$ cat src/rtl/lfsr_weight_init.sv
// -----------------------------------------------------------------------------
// lfsr_weight_init
//
// Turns 52-bit LFSR random words into a set of NUM_WEIGHTS signed initial
// unmixing weights for the fetal ECG ICA datapath. After a start request the
// block captures one random word at a time, cuts it into SPW = 52/SLICE_W
// two's-complement slices (slice 0 = LSBs), sign-extends each slice to OUT_W
// and streams the results to the weight-memory writer over valid/ready.
// A one-cycle done pulse follows acceptance of the last weight.
//
// Optional build macro:
//   LFSR_WEIGHT_CLAMP_EN - when defined, the most-negative slice code
//                          -2^(SLICE_W-1) is emitted as -2^(SLICE_W-1)+1 so
//                          the weight range is symmetric. Handshake, latency
//                          and ordering are unchanged.
//
// Ports:
//   clk        in   1      rising-edge clock
//   reset      in   1      synchronous, active-high; overrides everything
//   start      in   1      one-cycle request to generate a weight set
//   rnd_valid  in   1      rnd holds a fresh word this cycle
//   rnd        in   52     random word from the LFSR stage
//   w_valid    out  1      w_data / w_index valid
//   w_ready    in   1      downstream accepts the current weight
//   w_data     out  OUT_W  signed weight
//   w_index    out  IDX_W  weight number, 0..NUM_WEIGHTS-1
//   busy       out  1      high whenever the FSM is not idle
//   done       out  1      one-cycle pulse after the last weight is accepted
// -----------------------------------------------------------------------------
module lfsr_weight_init #(
    parameter  int NUM_WEIGHTS = 8,
    parameter  int SLICE_W     = 13,
    parameter  int OUT_W       = 16,
    localparam int IDX_W       = (NUM_WEIGHTS > 1) ? $clog2(NUM_WEIGHTS) : 1
) (
    input  logic             clk,
    input  logic             reset,
    input  logic             start,
    input  logic             rnd_valid,
    input  logic [51:0]      rnd,
    output logic             w_valid,
    input  logic             w_ready,
    output logic [OUT_W-1:0] w_data,
    output logic [IDX_W-1:0] w_index,
    output logic             busy,
    output logic             done
);

    localparam int SPW   = 52 / SLICE_W;
    localparam int SLC_W = (SPW > 1) ? $clog2(SPW) : 1;

    localparam logic [IDX_W-1:0] LAST_IDX   = IDX_W'(NUM_WEIGHTS - 1);
    localparam logic [SLC_W-1:0] LAST_SLICE = SLC_W'(SPW - 1);

    // Most-negative slice code and its symmetric replacement.
    localparam logic [SLICE_W-1:0] SLICE_MIN    = {1'b1, {(SLICE_W-1){1'b0}}};
    localparam logic [SLICE_W-1:0] SLICE_MIN_P1 = {1'b1, {(SLICE_W-2){1'b0}}, 1'b1};

    generate
        if (NUM_WEIGHTS < 1 || SLICE_W < 2 || (52 % SLICE_W) != 0 || OUT_W < SLICE_W) begin : g_bad_params
            $error("lfsr_weight_init: illegal parameter combination");
        end
    endgenerate

    typedef enum logic [1:0] {
        S_IDLE,
        S_WAIT_RND,
        S_EMIT,
        S_DONE
    } state_e;

    state_e           state_q, state_d;
    logic [51:0]      buf_q,   buf_d;
    logic [SLC_W-1:0] slice_q, slice_d;
    logic [IDX_W-1:0] wcnt_q,  wcnt_d;

    logic             accept;
    int               slice_off;
    logic [51:0]      shifted;
    logic [SLICE_W-1:0] slice_raw;
    logic [SLICE_W-1:0] slice_adj;

    // -------------------------------------------------------------------------
    // State register
    // -------------------------------------------------------------------------
    // NOTE: sequential state uses non-blocking assignments so every register
    // samples the pre-edge values of the others, independent of statement order.
    always_ff @(posedge clk) begin
        if (reset) begin
            state_q <= S_IDLE;
            buf_q   <= '0;
            slice_q <= '0;
            wcnt_q  <= '0;
        end else begin
            state_q <= state_d;
            buf_q   <= buf_d;
            slice_q <= slice_d;
            wcnt_q  <= wcnt_d;
        end
    end

    // -------------------------------------------------------------------------
    // Next-state logic
    // -------------------------------------------------------------------------
    // A weight leaves only when it is presented (EMIT) and the writer is ready.
    assign accept = (state_q == S_EMIT) && w_ready;

    // NOTE: every variable written here gets a default first so no path leaves
    // it unassigned, which would otherwise infer a latch.
    always_comb begin
        state_d = state_q;
        buf_d   = buf_q;
        slice_d = slice_q;
        wcnt_d  = wcnt_q;

        unique case (state_q)
            S_IDLE: begin
                if (start) begin
                    state_d = S_WAIT_RND;
                    wcnt_d  = '0;
                end
            end

            S_WAIT_RND: begin
                if (rnd_valid) begin
                    buf_d   = rnd;
                    slice_d = '0;
                    state_d = S_EMIT;
                end
            end

            S_EMIT: begin
                if (accept) begin
                    if (wcnt_q == LAST_IDX) begin
                        // Any unused slices of this word are simply dropped.
                        state_d = S_DONE;
                    end else if (slice_q == LAST_SLICE) begin
                        state_d = S_WAIT_RND;
                        wcnt_d  = wcnt_q + IDX_W'(1);
                    end else begin
                        slice_d = slice_q + SLC_W'(1);
                        wcnt_d  = wcnt_q + IDX_W'(1);
                    end
                end
            end

            S_DONE: begin
                state_d = S_IDLE;
            end

            default: begin
                state_d = S_IDLE;
            end
        endcase
    end

    // -------------------------------------------------------------------------
    // Output logic
    // -------------------------------------------------------------------------
    always_comb begin
        slice_off = int'(slice_q) * SLICE_W;
        shifted   = buf_q >> slice_off;
        slice_raw = shifted[SLICE_W-1:0];

`ifdef LFSR_WEIGHT_CLAMP_EN
        slice_adj = (slice_raw == SLICE_MIN) ? SLICE_MIN_P1 : slice_raw;
`else
        slice_adj = slice_raw;
`endif

        w_valid = (state_q == S_EMIT);
        busy    = (state_q != S_IDLE);
        done    = (state_q == S_DONE);

        // Data and index read as zero whenever nothing is offered; while a
        // weight is offered they depend only on registers, so they hold
        // steady under backpressure.
        w_data  = w_valid ? OUT_W'($signed(slice_adj)) : '0;
        w_index = w_valid ? wcnt_q : '0;
    end

endmodule

$ cat config.mk
export PLATFORM = sky130hd
export DESIGN_NAME = lfsr_weight_init
export DESIGN_NICKNAME = d
export VERILOG_FILES = /design/src/rtl/lfsr_weight_init.sv
export SDC_FILE = /design/constraint.sdc
export NUM_CORES = 1
export LEC_CHECK = 0
export ABC_AREA = 0
export CAP_MARGIN = 10
export CORE_ASPECT_RATIO = 1.4
export CORE_UTILIZATION = 31
export CTS_BUF_LIST = sky130_fd_sc_hd__clkbuf_8
export CTS_CLUSTER_SIZE = 40
export DETAILED_ROUTE_END_ITERATION = 16
export GPL_ROUTABILITY_DRIVEN = 0
export SKIP_LAST_GASP = 1
export SYNTH_ARGS = -nofsm -noshare
export SYNTH_HDL_FRONTEND = slang
export SYNTH_SLANG_ARGS = --single-unit
$ cat constraint.sdc
create_clock -name clk -period 5 [get_ports clk]
set_input_delay 1.25 -clock clk [delete_from_list [all_inputs] [get_ports clk]]
set_output_delay 1.25 -clock clk [all_outputs]
set_load 0.005 [all_outputs]
Word-level counts from Yosys, hierarchy flattened
Cells that the tools add are included.
W data, S select, Z words.

operators by class
  $lt $le $gt $ge = 0
  equal/unequal tests = 11
  bitwise gates (word level) = 0
  shift-type cells = 1
  add/subtract/negate cells = 2
  div/mod/pow operators = 0
  multipliers = 1
  muxes and demuxes = 17
  reductions and logical operators = 9

operators by type and width
  kind                   count
  $shr A52 B6 Y13        1
  $mux W2                9
  $mux W16               1
  $mux W3                4
  $ne A2 B2 Y1 const B   4
  $pmux W2 S4            1
  $reduce_and A4 Y1      2
  $eq A2 B2 Y1 const B   3
  $mul A2 B4 Y6 const B  1
  $pmux W3 S2            1
  $reduce_bool A2 Y1     3
  $reduce_and A5 Y1      1
  $pmux W2 S2            1
  $add A3 B1 Y3 const B  1
  $eq A3 B3 Y1 const B   1
  $ne A3 B1 Y1 const B   1
  $add A2 B1 Y2 const B  1
  $eq A2 B1 Y1 const B   1
  $logic_not A2 Y1       1
  $ne A2 B1 Y1 const B   1
  $reduce_and A2 Y1      1
  $logic_and A1 B1 Y1    1

word-level totals
  register bits = 59
  memory bits (read-only) = 0
  RAM bits = 0
  output and inout bits = 22
  memories kept = 0
  latch bits = 0

Longest topological paths before layout
Gate-level depths: netlist of the first run.

  word-level depth = 5
  mapped depth = 6
  mapped depth without buffers = 5

Worst setup path after synthesis of the first run
No wires, ideal clock.

  kind = register to output
  from = register slice_q[0]
  to = output w_data[13]
  arrival time = 1.320 ns
  required time = 3.750 ns
  path buffers = 2
  stages on the path, launching flop included = 5
  slack = 2.430 ns
  cell sequence = dfxtp_1 -> buf_6 -> mux4_1 -> and2_1 -> buf_4

on the way
  longest elaborated chain between the ends = 3

ends and longest elaborated chain
  what                      line  RTL
  start: declaration        74    logic [SLC_W-1:0] slice_q, slice_d;
  start signal: assignment  97    slice_q <= slice_d;
  $mul A2 B4 Y6             161   slice_off = int'(slice_q) * SLICE_W;
  $shr A52 B6 Y13           162   shifted = buf_q >> slice_off;
  $mux W16                  178   w_data = w_valid ? OUT_W'($signed(slice_adj)) : '0;
  end: declaration          43    output logic [OUT_W-1:0] w_data,

No other way between the ends.

Final worst setup path of the first run
  from = register slice_q[0]
  to = output w_data[14]

The elaborated chain is that of the path after synthesis.

==> results of run 1 <==
## final timing paths
path	endpoint	slack [ps]	from	depth (start not counted)
worst max register to register	slice_q[0]	3060	state_q[0]	5
worst max-delay path	w_data[14]	1230	slice_q[0]	3
worst min register to register	buf_q[12]	450	buf_q[12]	2
worst min-delay path	buf_q[12]	450	buf_q[12]	2
## per-stage QoR
step	hold WS, ps	utilization (%)	power, W
2_1_floorplan	431.5	-	0.0005603
3_3_place_gp	440.7	41.39	0.0006182
3_5_place_dp	445.1	41.39	0.0006201
4_1_cts	455.0	44.43	0.001155
5_1_grt	472.3	44.57	0.001194
6_report	451.4	44.57	0.001145
## placed cells by master, fill, tap and decap left out
cell and n:
a211oi_2 1, a21o_1 1, a21oi_1 56, a22o_1 2, and2_1 17, and3b_2 1
and4bb_2 1, buf_2 1, buf_4 2, buf_6 1, bufinv_16 3, clkbuf_8 9
clkdlybuf4s50_1 77, clkinv_4 3, dfxtp_1 59, ha_1 3, inv_1 1, inv_6 1
mux2_2 1, mux4_1 5, mux4_2 8, nand2_1 104, nand2b_1 2, nand3b_1 3
nand4bb_1 1, nor2_1 3, nor2b_1 1, o211ai_1 3, or3_1 1
## cell families (layout without fill, tap and decap cells)
group	Yosys count	after routing	synth area share (%)
buffers and inverters	27	98	5.910
DFF	59	59	45.00
AOI/OAI and AO/OA	63	63	12.96
and+or+nand+nor	134	134	22.40
muxes	14	14	12.30
adders and majority gates	3	3	1.430
## power breakdown
part / total [W] / switching, W / internal [W]
clock: 0.000536 / 0.000201 / 0.000335
sequential: 0.000498 / 0.0000113 / 0.000487
combinational: 0.000111 / 0.0000459 / 0.0000647
## per-layer routing
layer  vias to the layer above  wire length [um]  global-route usage, %
met3                         8               270                  3.292
met2                        57              3229                  26.78
met4                         0               107                  6.190
met5                         -                 0                      0
met1                      1022              2758                  18.69
li1                       1140                 -                      -
## sequential cells by signal, summed over array words and instances (netlist names)
| signal | flops |
|---|---|
| state_q | 2 |
| wcnt_q | 3 |
| slice_q | 2 |
| buf_q | 52 |
## area by class of cell
class	instances	area, um2
flip-flops and latches	59	1181
repair buffers	81	802.0
fillers	830	4544
inverters	1	3.754
well taps	102	127.6
clock buffers	9	123.9
clock inverters	7	125.1
multi-input cells	214	1290
## critical path, stage by stage (launching register included)
cell             delay [ps]
dfxtp_1                 910
mux4_1                  630
and2_1                  200
clkdlybuf4s50_1         450
==> results.rst, run 1 <==
.. list-table::
   :header-rows: 1

   * - Metric
     - Value
   * - Initial DRC Count
     - 116
   * - Required time at the worst-slack endpoint
     - approximately 3800 ps
   * - Layout Skew
     - 7.126 ps
   * - Cell area after synthesis
     - ~2600 um2
   * - Clock buffers created by TritonCTS
     - 9
   * - Total via count in the routed design
     - 2,227
   * - Starting utilization of the core area
     - approximately 32%
   * - Final hold vios
     - 0
   * - Post-synth top cells
     - nand2_1, dfxtp_1, a21oi_1, and2_1, buf_2
   * - Post-route minimum period
     - 3773 ps
   * - Die height
     - 110.9 um
   * - Residual antenna-violating net count after detailed routing
     - 0
   * - Fraction of synthesis flops using an asynchronous set or reset pin
     - 0%
   * - Area share of the largest cell type after synthesis
     - between 40% and 50%
   * - Status
     - finished, final reports clean
   * - Cell count after synthesis
     - 300
   * - Port Buf Inserts
     - 78
   * - Routed Wire Length
     - 6.365 mm
   * - Area added between synthesis and finish
     - 39.18%
   * - ANT cells
     - 0
   * - Area inside the core boundary
     - roughly 8000 um2
   * - Most common cell in the synthesized netlist
     - nand2_1
   * - Post-route cell area
     - 3654 um2
   * - Pre-CTS setup slack
     - 1479 ps
   * - Fin crit share
     - 75.46%
   * - Most used flip-flop cell after synthesis
     - dfxtp_1
   * - Number of flip-flops and latches in the synthesized netlist
     - 59
   * - Drt pass-1 iters
     - 5
   * - Wire length per cell
     - 13.46 um
   * - Synthesized Nets
     - 360
   * - Maximum vdd drop
     - around 0.16 mV
   * - Kind of launch point of the worst setup path
     - flop
   * - Hold_buf cts
     - 0
   * - IO Count
     - a little under 80
   * - Hold crit path type
     - flop to flop
   * - Later-pin clock latency in the skew report
     - 330 ps
   * - Detailed-route vias per instance
     - about 4.7
   * - Pin count of the biggest net entering global routing
     - 59
   * - Max transition margin
     - 31.01%
   * - Overall routing resource usage
     - 15.63%
   * - Die ar.
     - 8845 um2
   * - Post-synthesis sequential area ratio
     - 45.00%
   * - Number of sinks driven by the clock tree
     - just under 60
   * - Initial antenna violation count
     - 0
   * - Setup violators final
     - 0
   * - Number of enable-type register cells in the synthesized netlist
     - 0
   * - Number of nets in the layout
     - 426
   * - Global-route wire length before repair
     - 10.65 mm
   * - Setup TNS
     - 0 ps
   * - Power density relative to cell area
     - around 310 nW/um2
   * - Site row count
     - 39
   * - Horizontal die dimension
     - about 80 um
   * - Vias in the first global route
     - 2,260
   * - Cell type with the largest total area after synthesis
     - dfxtp_1
   * - HPWL Detailed
     - 4.396 mm
   * - Cell types with the largest area share after synthesis
     - dfxtp_1, nand2_1, a21oi_1
   * - Remaining global-route overflow
     - 0
   * - Critical path peak fanout
     - 16
   * - Post-CTS resize count
     - 0
   * - Synthesis warning total
     - 0
   * - Clock Root Buffer
     - clkbuf_8
   * - Worst-case setup margin in the final layout
     - 1227 ps
   * - Crit path kind
     - flop to output pin
   * - Buffers from clock root to sink, at most
     - 2
   * - Average instance area after synthesis
     - 8.750 um2
   * - Clock tree from TritonCTS
     - built
   * - Non-Filler Instances
     - between 400 and 500
   * - Max Cap Viol
     - 0
   * - Transition time at the pin with the least slew margin
     - 1035 ps
   * - Unrepaired setup endpoints after global routing
     - no
   * - H-tree depth reported by CTS
     - 3
   * - Critical Path AT
     - 2520 ps
   * - Count of unique library cells instantiated by Yosys
     - 27
   * - Fraction of layout cells with a size suffix above 1
     - 8.625%
   * - Cell area after placement
     - 3393 um2
   * - Setup bufs post-CTS
     - 0
   * - Max Fclk
     - 265.0 MHz
   * - DRC violation count after routing
     - 0
   * - Standby leakage power
     - 1.292 nW
   * - Total instance count after detailed placement
     - between 400 and 500
   * - Clock Pin Slew Worst Setup and Hold Paths
     - 70 ps
   * - Number of slew-limit violations in the final report
     - 0
   * - Worst Setup End Kind
     - output pin
Power figures use the tool's default switching activity.
==> run 2: changes to the inputs <==
- clock period: 5 -> 3.7 ns (I/O delays scaled with it)
==> run 2 against run 1 <==
Against the previous run: wire length is 2.1% higher; critical path type unchanged; clock skew hardly changed; final cell count is 0.42% higher.
==> results.rst, run 2 (same netlist as run 1, synthesis figures left out) <==
.. list-table::
   :header-rows: 1

   * - Metric
     - Value
   * - Routed Wire Length
     - 6.498 mm (was 6.365 mm)
   * - Maximum vdd drop
     - 0.2091 mV (was 0.1598 mV)
   * - Global-route wire length before repair
     - 10.50 mm (was 10.65 mm)
   * - Vias in the first global route
     - 2,221 (was 2,260)
   * - Grt met3 use
     - 3.374% (was 3.292%)
   * - Commonest non-fill, non-tap cell in the layout
     - nand2_1 (unchanged)
   * - Wire length per cell
     - 13.68 um (was 13.46 um)
   * - Fraction of layout cells with a size suffix above 1
     - 8.847% (was 8.625%)
   * - Die ar.
     - 8845 um2 (unchanged)
   * - Number of slew-limit violations in the final report
     - 0 (unchanged)
   * - Initial antenna violation count
     - 0 (unchanged)
   * - Total instance count after detailed placement
     - 459 (was 456)
   * - Die height
     - 110.9 um (unchanged)
   * - Max Fclk
     - 310.2 MHz
   * - Final hold vios
     - 0 (unchanged)
   * - Critical Path AT
     - 2300 ps (was 2520 ps)
   * - Worst setup startpoint
     - slice_q[0] (unchanged)
   * - Pin count of the biggest net entering global routing
     - 55 (was 59)
   * - Starting utilization of the core area
     - 32.02% (unchanged)
   * - Setup TNS
     - 0 ps (unchanged)
   * - Start of the worst register-to-register path
     - state_q[0] (unchanged)
   * - Setup bufs post-CTS
     - 0 (unchanged)
   * - Area added between synthesis and finish
     - 39.32% (was 39.18%)
   * - Unrepaired setup endpoints after global routing
     - no (unchanged)
   * - Crit path kind
     - flop to output pin (unchanged)
   * - Worst Setup End Kind
     - output pin (unchanged)
   * - Number of nets in the layout
     - 428 (was 426)
   * - Site row count
     - 39 (unchanged)
   * - Largest registers
     - buf_q (52), wcnt_q (3) (unchanged)
   * - Setup slack, reg-to-reg
     - 2060 ps (was 3060 ps)
   * - Worst Hold Margin
     - 451.5 ps (was 451.4 ps)
   * - Initial DRC Count
     - 122 (was 116)
   * - Clock tree from TritonCTS
     - built (unchanged)
   * - Critical path cell sequence
     - buf_4 > mux4_2 > and2_1 > clkdlybuf4s50_1 (was mux4_1 > and2_1 > clkdlybuf4s50_1)
   * - Clock buffers created by TritonCTS
     - 9 (unchanged)
   * - Required time at the worst-slack endpoint
     - 2770 ps (was 3750 ps)
   * - H-tree depth reported by CTS
     - 3 (unchanged)
   * - Non-Filler Instances
     - 475 (was 473)
   * - Kind of launch point of the worst setup path
     - flop (unchanged)
   * - Worst reg2reg endpoint
     - buf_q[32] (was slice_q[0])
   * - Drt pass-1 iters
     - 4 (was 5)
   * - Clock Root Buffer
     - clkbuf_8 (unchanged)
   * - Overall routing resource usage
     - 15.61% (was 15.63%)
   * - Later-pin clock latency in the skew report
     - 330 ps (about the same)
   * - Hold_buf cts
     - 0 (unchanged)
   * - Max Cap Viol
     - 0 (unchanged)
   * - Detailed-route vias per instance
     - 4.857 (was 4.708)
   * - Number of fillers in the final layout
     - 862 (was 830)
   * - Gr busiest metal
     - met2 (unchanged)
   * - Post-route minimum period
     - 3223 ps
   * - Cell with the largest stage delay on the worst path
     - dfxtp_1 (unchanged)
   * - Critical Path Max Stage Delay
     - 550 ps (was 910 ps)
   * - GR met2 Demand/Resource
     - 25.87% (was 26.78%)
   * - Setup violators final
     - 0 (unchanged)
   * - ANT cells
     - 0 (unchanged)
   * - Flip-flop count of the largest register after layout
     - 52 (unchanged)
   * - DRC violation count after routing
     - 0 (unchanged)
   * - Total via count in the routed design
     - 2,307 (was 2,227)
   * - Port Buf Inserts
     - 78 (unchanged)
   * - Layout Skew
     - 7.348 ps (was 7.126 ps)
   * - Register with the most flip-flops
     - buf_q (unchanged)
   * - Number of sinks driven by the clock tree
     - 59 (unchanged)
   * - Standby leakage power
     - 1.305 nW (was 1.292 nW)
   * - Residual antenna-violating net count after detailed routing
     - 0 (unchanged)
   * - Commonest cells after routing, fill and taps aside
     - nand2_1, clkdlybuf4s50_1, dfxtp_1 (unchanged)
   * - Critical path peak fanout
     - 9 (was 16)
   * - Status
     - finished, final reports clean (unchanged)
   * - HPWL Detailed
     - 4.696 mm (was 4.396 mm)
   * - CP endpoint
     - w_data[11] (was w_data[14])
   * - Area inside the core boundary
     - 8198 um2 (unchanged)
   * - IO Count
     - 79 (unchanged)
   * - Buffers from clock root to sink, at most
     - 2 (unchanged)
   * - Met1 global-route usage
     - 18.72% (was 18.69%)
   * - Max transition margin
     - 53.62% (was 31.01%)
   * - Clock Pin Slew Worst Setup and Hold Paths
     - 60 ps (was 70 ps)
   * - Remaining global-route overflow
     - 0 (unchanged)
   * - Fin crit share
     - 87.11%
   * - Number of cells on the worst reg-to-reg path
     - 4 (was 5)
   * - Horizontal die dimension
     - 79.77 um (unchanged)
   * - Power density relative to cell area
     - 417.8 nW/um2 (was 313.5 nW/um2)
   * - Transition time at the pin with the least slew margin
     - 694.8 ps (was 1035 ps)
   * - Hold crit path type
     - flop to flop (unchanged)
   * - Post-CTS resize count
     - 0 (unchanged)
[run 2: cell types whose count changed in the layout (fill, tap and decap cells not counted)]
| cell | before | now |
|---|---|---|
| buf_4 | 2 | 5 |
| clkinv_4 | 3 | 0 |
| clkinv_2 | 0 | 2 |
| buf_6 | 1 | 0 |
| clkbuf_8 | 9 | 10 |
| inv_1 | 1 | 2 |
| inv_6 | 1 | 0 |
[run 2: critical path, delay by kind of cell (launching register included)]
kind	cells	cell delay (ps)
buffers and inverters	2	750
flip-flops	1	550
multiplexers	1	510
AND/OR/NAND/NOR	1	180
[run 2: layout make-up]
cell class                      count  area, um2  area share, %
Tap cell                          102      127.6          3.490
Sequential cell                    59       1181          32.30
Multi-Input combinational cell    214       1290          35.27
Clock inverter                      6      103.9          2.840
Timing Repair Buffer               83      813.3          22.24
Inverter                            1      3.754         0.1026
Clock buffer                       10      137.6          3.763
[run 2: power breakdown]
part	internal, W	switching (W)	leakage [nW]
clock network	0.000461	0.000242	0.127
registers	0.000659	0.0000151	0.479
logic	0.0000878	0.0000637	0.699
total	0.00121	0.000320	1.31
[run 2: routing by layer]
| metal | routed length [um] | part of all wire, % |
|---|---|---|
| met1 | 2710 | 42 |
| met2 | 3334 | 51 |
| met3 | 312 | 4.8 |
| met4 | 141 | 2.2 |
| met5 | 0 | 0 |
[run 2: worst min-delay path by stage]
stage / startpoint / to / cells past startpoint
finish: buf_q[27] / buf_q[27] / 2
global route: buf_q[22] / buf_q[22] / 2
CTS: buf_q[37] / buf_q[37] / 2
detailed placement: buf_q[37] / buf_q[37] / 2
global placement: buf_q[8] / buf_q[8] / 2
floorplan: buf_q[20] / buf_q[20] / 2
[run 2: per-stage QoR]
stage / setup WS (ps) / util, % / area, um2 / power (W)
4_1_cts: 454.2 / 44.61 / 3657 / 0.001546
6_report: 476.8 / 44.61 / 3657 / 0.001528
3_5_place_dp: 823.0 / 41.67 / 3416 / 0.0008418
3_3_place_gp: 847.2 / 41.67 / 3416 / 0.0008391
2_1_floorplan: 1455 / - / 2625 / 0.0007572
5_1_grt: 365.9 / 44.61 / 3657 / 0.001589
==> run 3: changes to the inputs <==
- SLEW_MARGIN: unset -> 20
==> results of run 3 <==
Same layout as run 2: the final DEF is identical, and so are final timing and power.
